[src/rtl/dmem_ctrl.sv]
// Data-memory controller for the RV32I data port. It accepts a load or store, drives a
// single-port RAM with 1-cycle read latency, and performs read-modify-write for SB/SH.
module dmem_ctrl #(
    parameter int DW = 32,
    parameter int AW = 32
) (
    input  logic          clk,
    input  logic          rst,
    input  logic          req_valid,
    output logic          req_ready,
    input  logic [AW-1:0] req_addr,
    input  logic [DW-1:0] req_wdata,
    input  logic [2:0]    req_op,
    input  logic          req_we,
    output logic          resp_valid,
    output logic [DW-1:0] resp_rdata,
    output logic          resp_err,
    output logic [AW-3:0] mem_addr,
    output logic          mem_re,
    output logic          mem_we,
    output logic [DW-1:0] mem_wdata,
    input  logic [DW-1:0] mem_rdata,
    output logic [2:0]    dbg_state
);

    // Handshake: a request transfers on a rising edge where req_valid && req_ready.
    // req_ready is high only in IDLE; the response is a one-cycle resp_valid pulse
    // that the requester must take, with no back-pressure.

    typedef enum logic [2:0] {
        IDLE  = 3'd0,
        RD    = 3'd1,
        RWAIT = 3'd2,
        WR    = 3'd3,
        RSP   = 3'd4
    } state_t;

    localparam logic [2:0] OP_B  = 3'b000;
    localparam logic [2:0] OP_H  = 3'b001;
    localparam logic [2:0] OP_W  = 3'b010;
    localparam logic [2:0] OP_BU = 3'b100;
    localparam logic [2:0] OP_HU = 3'b101;

    state_t        state, state_next;
    logic [AW-1:0] addr_q;
    logic [DW-1:0] wbuf_q;
    logic [2:0]    op_q;
    logic          we_q;
    logic [DW-1:0] rdata_q;
    logic          err_q;

    logic          accept;
    logic          illegal;
    logic [DW-1:0] load_fmt;
    logic [DW-1:0] merged;

    assign accept = req_valid && req_ready;

    always_comb begin
        illegal = 1'b0;
        case (req_op)
            OP_B:    illegal = 1'b0;
            OP_H:    illegal = req_addr[0];
            OP_W:    illegal = (req_addr[1:0] != 2'b00);
            OP_BU:   illegal = req_we;
            OP_HU:   illegal = req_we || req_addr[0];
            default: illegal = 1'b1;
        endcase
    end

    // State register
    always_ff @(posedge clk or posedge rst) begin
        if (rst) state <= IDLE;
        else     state <= state_next;
    end

    // Next-state logic
    always_comb begin
        state_next = state;
        case (state)
            IDLE: begin
                if (accept) begin
                    if (illegal)                         state_next = RSP;
                    else if (req_we && req_op == OP_W)   state_next = WR;
                    else                                 state_next = RD;
                end
            end
            RD:      state_next = RWAIT;
            RWAIT:   state_next = we_q ? WR : RSP;
            WR:      state_next = RSP;
            RSP:     state_next = IDLE;
            default: state_next = IDLE;
        endcase
    end

    // Outputs are decoded from state, so reset drops mem_re/mem_we immediately
    always_comb begin
        req_ready  = (state == IDLE);
        mem_re     = (state == RD);
        mem_we     = (state == WR);
        mem_addr   = (state == RD || state == WR) ? addr_q[AW-1:2] : '0;
        mem_wdata  = (state == WR) ? wbuf_q : '0;
        resp_valid = (state == RSP);
        resp_err   = (state == RSP) && err_q;
        resp_rdata = (state == RSP) ? rdata_q : '0;
        dbg_state  = state;
    end

    always_comb begin
        logic [7:0]  lane_b;
        logic [15:0] lane_h;
        lane_b = mem_rdata[8*addr_q[1:0] +: 8];
        lane_h = addr_q[1] ? mem_rdata[31:16] : mem_rdata[15:0];
        case (op_q[1:0])
            2'b00:   load_fmt = op_q[2] ? {24'd0, lane_b} : {{24{lane_b[7]}}, lane_b};
            2'b01:   load_fmt = op_q[2] ? {16'd0, lane_h} : {{16{lane_h[15]}}, lane_h};
            default: load_fmt = mem_rdata;
        endcase
    end

    always_comb begin
        merged = mem_rdata;
        if (op_q[1:0] == 2'b00) begin
            merged[8*addr_q[1:0] +: 8] = wbuf_q[7:0];
        end else if (op_q[1:0] == 2'b01) begin
            if (addr_q[1]) merged[31:16] = wbuf_q[15:0];
            else           merged[15:0]  = wbuf_q[15:0];
        end
    end

    // Request latch and datapath; wbuf_q holds store data, then the merged RMW word
    always_ff @(posedge clk or posedge rst) begin
        if (rst) begin
            addr_q  <= '0;
            wbuf_q  <= '0;
            op_q    <= '0;
            we_q    <= 1'b0;
            rdata_q <= '0;
            err_q   <= 1'b0;
        end else if (accept) begin
            addr_q  <= req_addr;
            wbuf_q  <= req_wdata;
            op_q    <= req_op;
            we_q    <= req_we;
            rdata_q <= '0;
            err_q   <= illegal;
        end else if (state == RWAIT) begin
            if (we_q) wbuf_q  <= merged;
            else      rdata_q <= load_fmt;
        end
    end

endmodule

[config.mk]
export PLATFORM = sky130hd
export DESIGN_NAME = dmem_ctrl
export DESIGN_NICKNAME = d
export VERILOG_FILES = /design/src/rtl/dmem_ctrl.sv
export SDC_FILE = /design/constraint.sdc
export NUM_CORES = 1
export LEC_CHECK = 0
export BUFFER_PORTS_ARGS = -buffer_cell sky130_fd_sc_hd__buf_4
export CAP_MARGIN = 40
export CORE_ASPECT_RATIO = 1.2
export CORE_MARGIN = 2
export CORE_UTILIZATION = 51
export CTS_CLUSTER_DIAMETER = 40
export DETAILED_ROUTE_END_ITERATION = 8
export PLACE_DENSITY_LB_ADDON = 0.05
export REMOVE_ABC_BUFFERS = 1
export SYNTH_ARGS = -nofsm -noshare
export SYNTH_HDL_FRONTEND = slang
export SYNTH_SLANG_ARGS = --single-unit
export TNS_END_PERCENT = 10
[constraint.sdc]
create_clock -name clk -period 2.95 [get_ports clk]
set_input_delay 0 -clock clk [delete_from_list [all_inputs] [get_ports clk]]
set_output_delay 0 -clock clk [all_outputs]
set_load 0.1 [all_outputs]
# Yosys cells after proc, flatten, opt, wreduce, memory -nomap -nowiden

Index checks and enable logic that the tools add are counted.

Flip-flop bits (word level): 104
Input bits: 103
Output and inout bits: 102
Word-level logic and storage cells: 62

Add/subtract/negate cells: 1
Equality and inequality tests: 12
Shift-type cells: 3
Mux-type cells: 24
Reductions and logical operators: 14

Operator list:

| kind                                                                     | count |
|---|---|
| 32-bit 2-to-1 mux                                                        | 12 |
| 32-bit case mux with 2 select lines                                      | 1 |
| 16-bit 2-to-1 mux                                                        | 3 |
| 5-bit negator with 34-bit output                                         | 1 |
| 8-bit by 34-bit variable shift with 32-bit output (first input constant) | 1 |
| 8-bit by 34-bit indexed part select with 32-bit output                   | 1 |
| 32-bit bitwise mux                                                       | 1 |
| 32-bit by 6-bit indexed part select with 8-bit output                    | 1 |
| 30-bit 2-to-1 mux                                                        | 1 |
| 3-bit case mux with 4 select lines                                       | 1 |
| 3-bit by 2-bit == test with 1-bit output (second input constant)         | 3 |
| 3-bit == test (second input constant)                                    | 3 |
| 3-bit 2-to-1 mux                                                         | 3 |
| 3-bit by 1-bit == test with 1-bit output (second input constant)         | 2 |
| 3-bit logical NOT                                                        | 2 |
| 2-bit nonzero test                                                       | 3 |
| 1-bit case mux with 5 select lines                                       | 1 |
| 2-bit by 1-bit inequality test with 1-bit output (second input constant) | 2 |
| 4-bit inequality test (second input constant)                            | 1 |
| 2-bit AND reduction                                                      | 2 |
| 1-bit logical AND                                                        | 3 |
| 3-bit AND reduction                                                      | 1 |
| 2-bit by 1-bit == test with 1-bit output (second input constant)         | 1 |
| 2-bit logical NOT                                                        | 1 |
| other kinds (2)                                                          | 3 |

# Logic depth before layout (Yosys ltp)

Gate-level depths: netlist (run 1).

Word-level depth: 7
Depth in mapped cells: 9
Depth with buffers taken out: 6

# Least setup slack after synthesis (run 1)

OpenSTA, ideal clock, no wires.

Path kind: flip-flop to output port
Start: reg state[2], in the netlist dbg_state[2]
End: out resp_rdata[22]
Data arrival time: 3550 ps
Required time: 2950 ps
Slack: -600 ps
Cell stages (with the launch flop): 5
Buffers on the path: 2
Path through: dfrtp_1 -> buf_2 -> nor3b_1 -> clkbuf_1 -> and2_1

Cells in the longest elaborated chain, start to end: 2

Ends and longest elaborated chain:

| element                  | RTL line | RTL |
|---|---|---|
| start: declaration       | 44       | `state_t state, state_next;` |
| start signal: assignment | 74       | `else state <= state_next;` |
| 3-bit == test            | -        |  |
| via resp_valid           | 15       | `output logic resp_valid,` |
| 32-bit 2-to-1 mux        | 105      | `resp_rdata = (state == RSP) ? rdata_q : '0;` |
| end: declaration         | 16       | `output logic [DW-1:0] resp_rdata,` |

The timed path passes the listed nets, and every way through them passes these cells.

# Final worst setup path (run 1)

Start: reg state[1], in the netlist dbg_state[1]
End: reg rdata_q[25]

Cells in the longest elaborated chain, start to end: 4
Elaborated cells on any way between the ends: 7
Those cells by class: 2 x eq/ne; 1 x mux; 4 x reduce/logical

Ends and longest elaborated chain:

| element                                                                                          | RTL line | RTL |
|---|---|---|
| 3-bit logical NOT                                                                                | 98       | `req_ready = (state == IDLE);` |
| 1-bit logical AND                                                                                | 57       | `assign accept = req_valid && req_ready;` |
| 2-bit by 1-bit inequality test with 1-bit output (no line) or 2-bit nonzero test (tied branches) | -        |  |
| 2-bit AND reduction (no line)                                                                    | -        |  |
| end signal: assignment                                                                           | 149      | `else rdata_q <= load_fmt;` |
| end: declaration                                                                                 | 49       | `logic [DW-1:0] rdata_q;` |

Several ways; a longest one is shown, not always the timed one.
A chain may end at the register's enable or synchronous reset.

==> flow_summary.toml, run 1 <==
[hold_path]
min_path_type = "input pin to register"
whs_endpoint = "wbuf_q[3]"
min_from = "req_wdata[3]"
min_path_cells = 3

[drt]
via_count = 6414
drt_iter0_drc = 502
drc = 0
wl_per_cell_um = 18.7
ant_nets = 0
first_pass_iters = 6
vias_per_cell = 5.82
wirelength_um = 20600

[final_layout]
layout.nets = 1049
num_antenna_cells = 0
fill_cells = 853
final-seq-area_sq_um = 2600
fin_util_pct = 76.9
drive_gt1_share_pct = 27.0
multi_input_area_sq_um = 3090
syn_to_final_growth_pct = 47.9

[yosys]
yosys_warnings = 0
yosysSeqAreaShare_pct = 43.5
ys_async_sr_fraction_pct = 100
yosysMostFrequentCell = "nand2_1"
synth_top_cells_by_count = "nand2_1, dfrtp_1, and2_1, clkbuf_1, and3_1"
yosysUniqueCellTypes = 53
syn_inst = 676
synth_top_area_cell = "dfrtp_1"
synth_area_leaders = "dfrtp_1, nand2_1, and2_1, and3_1, a221o_1"
synth_edf_count = 0
synth-seq-cells = 104
synth_top_area_share_pct = 43.5
synth.avg_cell_area_sq_um = 8.85
synth_area_sq_um = 5980
synth_ff_type = "dfrtp_1"

[pwr]
pwr-share-seq_pct = 30.5
ir_drop_uv = 807
intPower_mw = 4.45
p_leak_nw = 4.37
clkPwrFrac_pct = 14.5
power_density_nw_per_um2 = 1000
p_total_mw = 8.88
swShare_pct = 49.8
p_switching_mw = 4.42
pwr-share-comb_pct = 55.0

[setup_path]
slowest_delay_ns = 0.79
crit_start = "dbg_state[1]"
critPathKind = "register to register"
cp-end-kind = "register"
startpoint_type = "register"
r2r_end = "rdata_q[25]"
rr_startpoint = "dbg_state[1]"
arrival_ns = 2.79
crit_chain = "nor4b_2 -> buf_4 -> nor4b_4 -> a221o_1"
cp.required_ns = 3.24
cpMaxStageDelayCell = "nor4b_4"
r2r_slack_ns = 0.44
ff2ff_path_depth = 4
critPathMaxFanout = 23

[die]
io_pins = 205
placementRows = 43
die-area_sq_um = 12600
fp.coreArea_sq_um = 11500
die_h_um = 123
start_util_pct = 52.0
dieWidth_um = 103

[global_routing]
grt_pass1_wl_um = 32200
grt_max_degree = 65
antenna_found_initial = 0
grt_pass1_vias = 6341
grt_usage_pct = 33.3
grt_overflow = 0

[timing]
max_freq_ghz = 0.399
setup_violations = 0
drv_slew = 0
timing.slew.headroom_pct = 38.4
skew_ns = 0.00585
rsz0062_at_grt = "false"
tns_ns = 0
worst_pin_slew_ns = 0.920
final-hold-violation-count = 0
final.min_clock_period_ns = 2.51
fin_crit_sh_pct = 85.0
worst_slack_ns = 0.443

[clock_network]
cts_buffers = 9
path_clk_slew_ns = 0.07
cts-htree-levels = 3
insertion_delay_ns = 0.35
cts.sink_count = 104
tritoncts = "done"
max-clock-path-buffers = 2
clockRootBuffer = "clkbuf_16"
ctsResizeCount = 0

[placed_design]
place_congestion = 0.881
pre_cts_ws_ns = 0.505
port_buffers = 204
dp_hpwl_um = 13800

[status]
status = "finished, final reports clean"

[flow_run]
cap_violations = 0
critical path: cells and delay by family (launching register included):
family | cells | cell delay (ns)
buffers and inverters | 1 | 0.28
and+or+nand+nor | 2 | 1.16
DFF | 1 | 0.76
AOI/OAI and AO/OA | 1 | 0.23
logic make-up (layout without fill, tap and decap cells):
| group | after synthesis | in the layout | synth area share [%] |
|---|---|---|---|
| AOI/OAI and AO/OA | 171 | 171 | 19.7 |
| adders and majority gates | 5 | 5 | 1.05 |
| buffers and inverters | 68 | 338 | 5.23 |
| DFF | 104 | 104 | 43.5 |
| muxes | 20 | 20 | 3.89 |
| and+or+nand+nor | 308 | 308 | 26.6 |
metrics by stage:
| stage | hold WS (ns) | std cells | cell area [sq um] |
|---|---|---|---|
| CTS | 0.00211 | 1103 | 8850 |
| floorplan | 0.105 | 615 | 5700 |
| global placement | 0.189 | 993 | 7580 |
| finish | 0.0122 | 1103 | 8850 |
| detailed placement | 0.0755 | 996 | 7630 |
| global route | 0.00365 | 1103 | 8850 |
sequential cells by signal, summed over array words and instances (netlist names):
register	cells
err_q	1
op_q	3
wbuf_q	32
rdata_q	32
addr_q	32
dbg_state	3
we_q	1
power by group through the flow:
stage          clock network [mW]  logic, mW  registers, mW
6_report                     1.29       4.89           2.70
2_1_floorplan                   0       3.30           2.70
3_5_place_dp                    0       4.73           2.70
4_1_cts                      1.29       4.83           2.68
3_3_place_gp                    0       4.56           2.67
5_1_grt                      1.36       5.26           2.77
timing repair:
item                                   4_1_cts  5_1_grt
setup buffers                                0        0
hold buffers                                91        0
endpoints found under the hold margin      128        0
routing by layer:
layer  wire length, um  GRT usage, %  part of all wire [%]  up-vias
li1                  -             -                     -     2924
met1              8050          41.7                    39     3068
met2             10300          55.7                    50      345
met3              1550          6.44                   7.5       77
met4               783          15.0                   3.8        0
met5                 0             0                     0        -
worst max path at each step:
stage	cells after the start	endpoint
after floorplan	2	resp_err
after detailed placement	4	rdata_q[25]
after global routing	4	rdata_q[17]
after CTS	4	rdata_q[25]
final	4	rdata_q[25]
after global placement	4	rdata_q[19]
cell type report:
class	count	share of cell area, %
clock inverter	6	0.947
multi-input combinational	504	34.9
clock buffer	10	2.59
inverter	7	0.325
sequential	104	29.4
timing repair buffer	315	29.6
tap	157	2.22
placed cells by master, fill, tap and decap left out, drive strengths merged, types with 2 or more instances in the layout:
cell,synthesis,final
nor3,6,6
a21boi,2,2
and2,66,66
a22o,8,8
a221o,17,17
o31ai,8,8
or4b,2,2
nand2b,4,4
nor2,14,14
or3,7,7
o21ai,40,40
ha,5,5
nor2b,12,12
dlygate4sd3,0,91
a221oi,16,16
nand3,9,9
bufinv,0,2
o22ai,18,18
dfrtp,104,104
buf,28,224
a21o,3,3
a211o,2,2
inv,7,7
clkbuf,33,10
a32o,2,2
a22oi,3,3
nor3b,2,2
a211oi,9,9
o22a,8,8
and3,32,32
nor4b,4,4
mux2i,6,6
mux2,13,13
nand2,145,145
clkinv,0,4
a21oi,31,31
No activity file was read; power rests on OpenSTA's default activity.
==> run 2: changes to the inputs <==
--- a/config.mk
+++ b/config.mk
@@ -5,11 +5,12 @@
 export SDC_FILE = /design/constraint.sdc
 export NUM_CORES = 1
 export LEC_CHECK = 0
+export ABC_AREA = 1
 export BUFFER_PORTS_ARGS = -buffer_cell sky130_fd_sc_hd__buf_4
 export CAP_MARGIN = 40
 export CORE_ASPECT_RATIO = 1.2
 export CORE_MARGIN = 2
-export CORE_UTILIZATION = 51
+export CORE_UTILIZATION = 47
 export CTS_CLUSTER_DIAMETER = 40
 export DETAILED_ROUTE_END_ITERATION = 8
 export PLACE_DENSITY_LB_ADDON = 0.05
==> constraint.sdc (replaced) <==
create_clock -name clk -period 2.28 [get_ports clk]
set_input_delay 0 -clock clk [delete_from_list [all_inputs] [get_ports clk]]
set_output_delay 0 -clock clk [all_outputs]
set_load 0.1 [all_outputs]
==> flow_summary.toml, run 2 <==
[status]
status = "finished, final reports clean"

[die]
dieWidth_um = 112
die_h_um = 134
fp.coreArea_sq_um = 13800
placementRows = 47
start_util_pct = 48.1
die-area_sq_um = 15100
io_pins = 205

[clock_network]
cts_buffers = 9
clockRootBuffer = "clkbuf_16"
cts.sink_count = 104
tritoncts = "done"
max-clock-path-buffers = 2
path_clk_slew_ns = 0.07
insertion_delay_ns = 0.35
cts-htree-levels = 3

[drt]
ant_nets = 0
wirelength_um = 20600
via_count = 7180
first_pass_iters = 5
drt_iter0_drc = 478
drc = 0
wl_per_cell_um = 14.2
vias_per_cell = 4.96

[hold_path]
min_path_cells = 5
min_path_type = "input pin to register"

[timing]
worst_pin_slew_ns = 0.498
final.min_clock_period_ns = 1.87
drv_slew = 0
rsz0062_at_grt = "false"
final-hold-violation-count = 0
skew_ns = 0.00536
fin_crit_sh_pct = 82.1
setup_violations = 0
worst_slack_ns = 0.407
max_freq_ghz = 0.534
whs_ns = 0.00251
timing.slew.headroom_pct = 66.8

[placed_design]
port_buffers = 204
pre_cts_ws_ns = 0.481
place_congestion = 0.919
placed_area_sq_um = 8330
dp_hpwl_um = 15000

[final_layout]
num_antenna_cells = 0
mostFrequentLayoutCells = "nand2_1, buf_4, inv_1, dfrtp_1, nor2_1"
postLayoutCellArea_sq_um = 9280
multi_input_area_sq_um = 3100
syn_to_final_growth_pct = 40.1
reg_top3 = "addr_q (32), rdata_q (32), wbuf_q (32)"
layout.nets = 1382
layout_commonest_cell = "nand2_1"
fill_cells = 1251
drive_gt1_share_pct = 21.3
final-seq-area_sq_um = 2600

[yosys]
synth_top_area_share_pct = 39.3
synth_fa_ha_area_share_pct = 0.945
synthMuxAreaShare_pct = 0
synth_compound_area_share_pct = 11.3
yosys_warnings = 0
yosysMostFrequentCell = "nand2_1"
yosysUniqueCellTypes = 34
synth_top_family_by_area = "simple AND/OR/NAND/NOR gates"
synth_ff_type = "dfrtp_1"
synth.avg_cell_area_sq_um = 6.49
syn_inst = 1020
synth_area_leaders = "dfrtp_1, nand2_1, inv_1, o21ai_0, nand3_1"
ys_async_sr_fraction_pct = 100
synth_top_area_cell = "dfrtp_1"
synth_area_sq_um = 6620
synth-simple-area-share_pct = 34.6
synth-seq-cells = 104
synth_top_cells_by_count = "nand2_1, inv_1, dfrtp_1, nor2_1, o21ai_0"
yosysSeqAreaShare_pct = 39.3
synth_xor_area_share_pct = 0
synth_edf_count = 0

[setup_path]
startpoint_type = "register"
r2r_slack_ns = 0.46
critPathKind = "register to output port"
ff2ff_path_depth = 9
cp-end-kind = "output port"
arrival_ns = 1.87
cp.required_ns = 2.28
critPathMaxFanout = 32

[flow_run]
cap_violations = 0

[global_routing]
antenna_found_initial = 0
grt_usage_pct = 27.4
grt_max_degree = 66
grt_overflow = 0
grt_pass1_wl_um = 33300
grt_pass1_vias = 6719

[pwr]
power_density_nw_per_um2 = 1240
pwr-share-seq_pct = 26.6
intPower_mw = 5.34
pwr-share-comb_pct = 60.8
p_leak_nw = 5.07
p_switching_mw = 6.17
clkPwrFrac_pct = 12.7
swShare_pct = 53.6
p_total_mw = 11.5
ir_drop_uv = 1050
-- run 2: logic make-up (layout without fill, tap and decap cells) --
kind of cell | Yosys count | after routing
buffers and inverters | 228 | 486
AND/OR/NAND/NOR | 542 | 542
adder cells (fa/ha/maj) | 5 | 5
AO/OA/AOI/OAI | 141 | 141
flip-flops | 104 | 104
-- run 2: worst paths after layout --
| check | start | to |
|---|---|---|
| max | dbg_state[2] | mem_wdata[4] |
| min | mem_rdata[19] | rdata_q[19] |
| max reg2reg | dbg_state[2] | wbuf_q[2] |
| min reg2reg | wbuf_q[19] | wbuf_q[19] |
| max in group asynchronous | rst | rdata_q[2] |
| min in group asynchronous | rst | addr_q[27] |
-- run 2: repair_timing --
action,CTS,global route
setup buffers,0,0
resized for setup,0,0
hold buffers,68,0
endpoints found under the hold margin,145,0
-- run 2: final cells by class --
type                            instances  share of cell area (%)
Multi-Input combinational cell        688                    33.4
Sequential cell                       104                    28.0
Timing Repair Buffer                  293                    26.0
Inverter                              178                    7.28
Clock buffer                            9                    2.43
Tap cell                              171                    2.31
Clock inverter                          6                   0.485
-- run 2: metal layers --
| metal | up-vias | track usage, % | part of all wire, % |
|---|---|---|---|
| met5 | - | 0 | 0 |
| met1 | 3261 | 36.5 | 43 |
| met3 | 33 | 4.70 | 6.7 |
| li1 | 3628 | - | - |
| met4 | 0 | 9.08 | 2.3 |
| met2 | 258 | 45.4 | 48 |
-- run 2: critical path, cell delays in order, from the launching register on --
cell and delay [ns]:
dfrtp_1 0.42, nor2_1 0.12, inv_1 0.05, nor2_1 0.15, inv_1 0.15, buf_16 0.19
nor2_1 0.13, buf_4 0.31
-- run 2: power groups by stage --
stage	Clock [mW]	Sequential [mW]	Combinational [mW]
2_1_floorplan	0	3.21	4.85
3_5_place_dp	0	3.08	6.84
6_report	1.46	3.06	6.99
4_1_cts	1.48	3.05	6.97
3_3_place_gp	0	3.06	6.77
5_1_grt	1.56	3.14	7.74
-- run 2: stage by stage --
| step | util (%) | instances | TNS [ns] |
|---|---|---|---|
| after CTS | 67.4 | 1449 | 0 |
| after global routing | 67.4 | 1449 | 0 |
| after floorplan | - | 970 | -246.49 |
| after global placement | 60.3 | 1365 | 0 |
| after detailed placement | 60.5 | 1366 | 0 |
| final | 67.4 | 1449 | 0 |
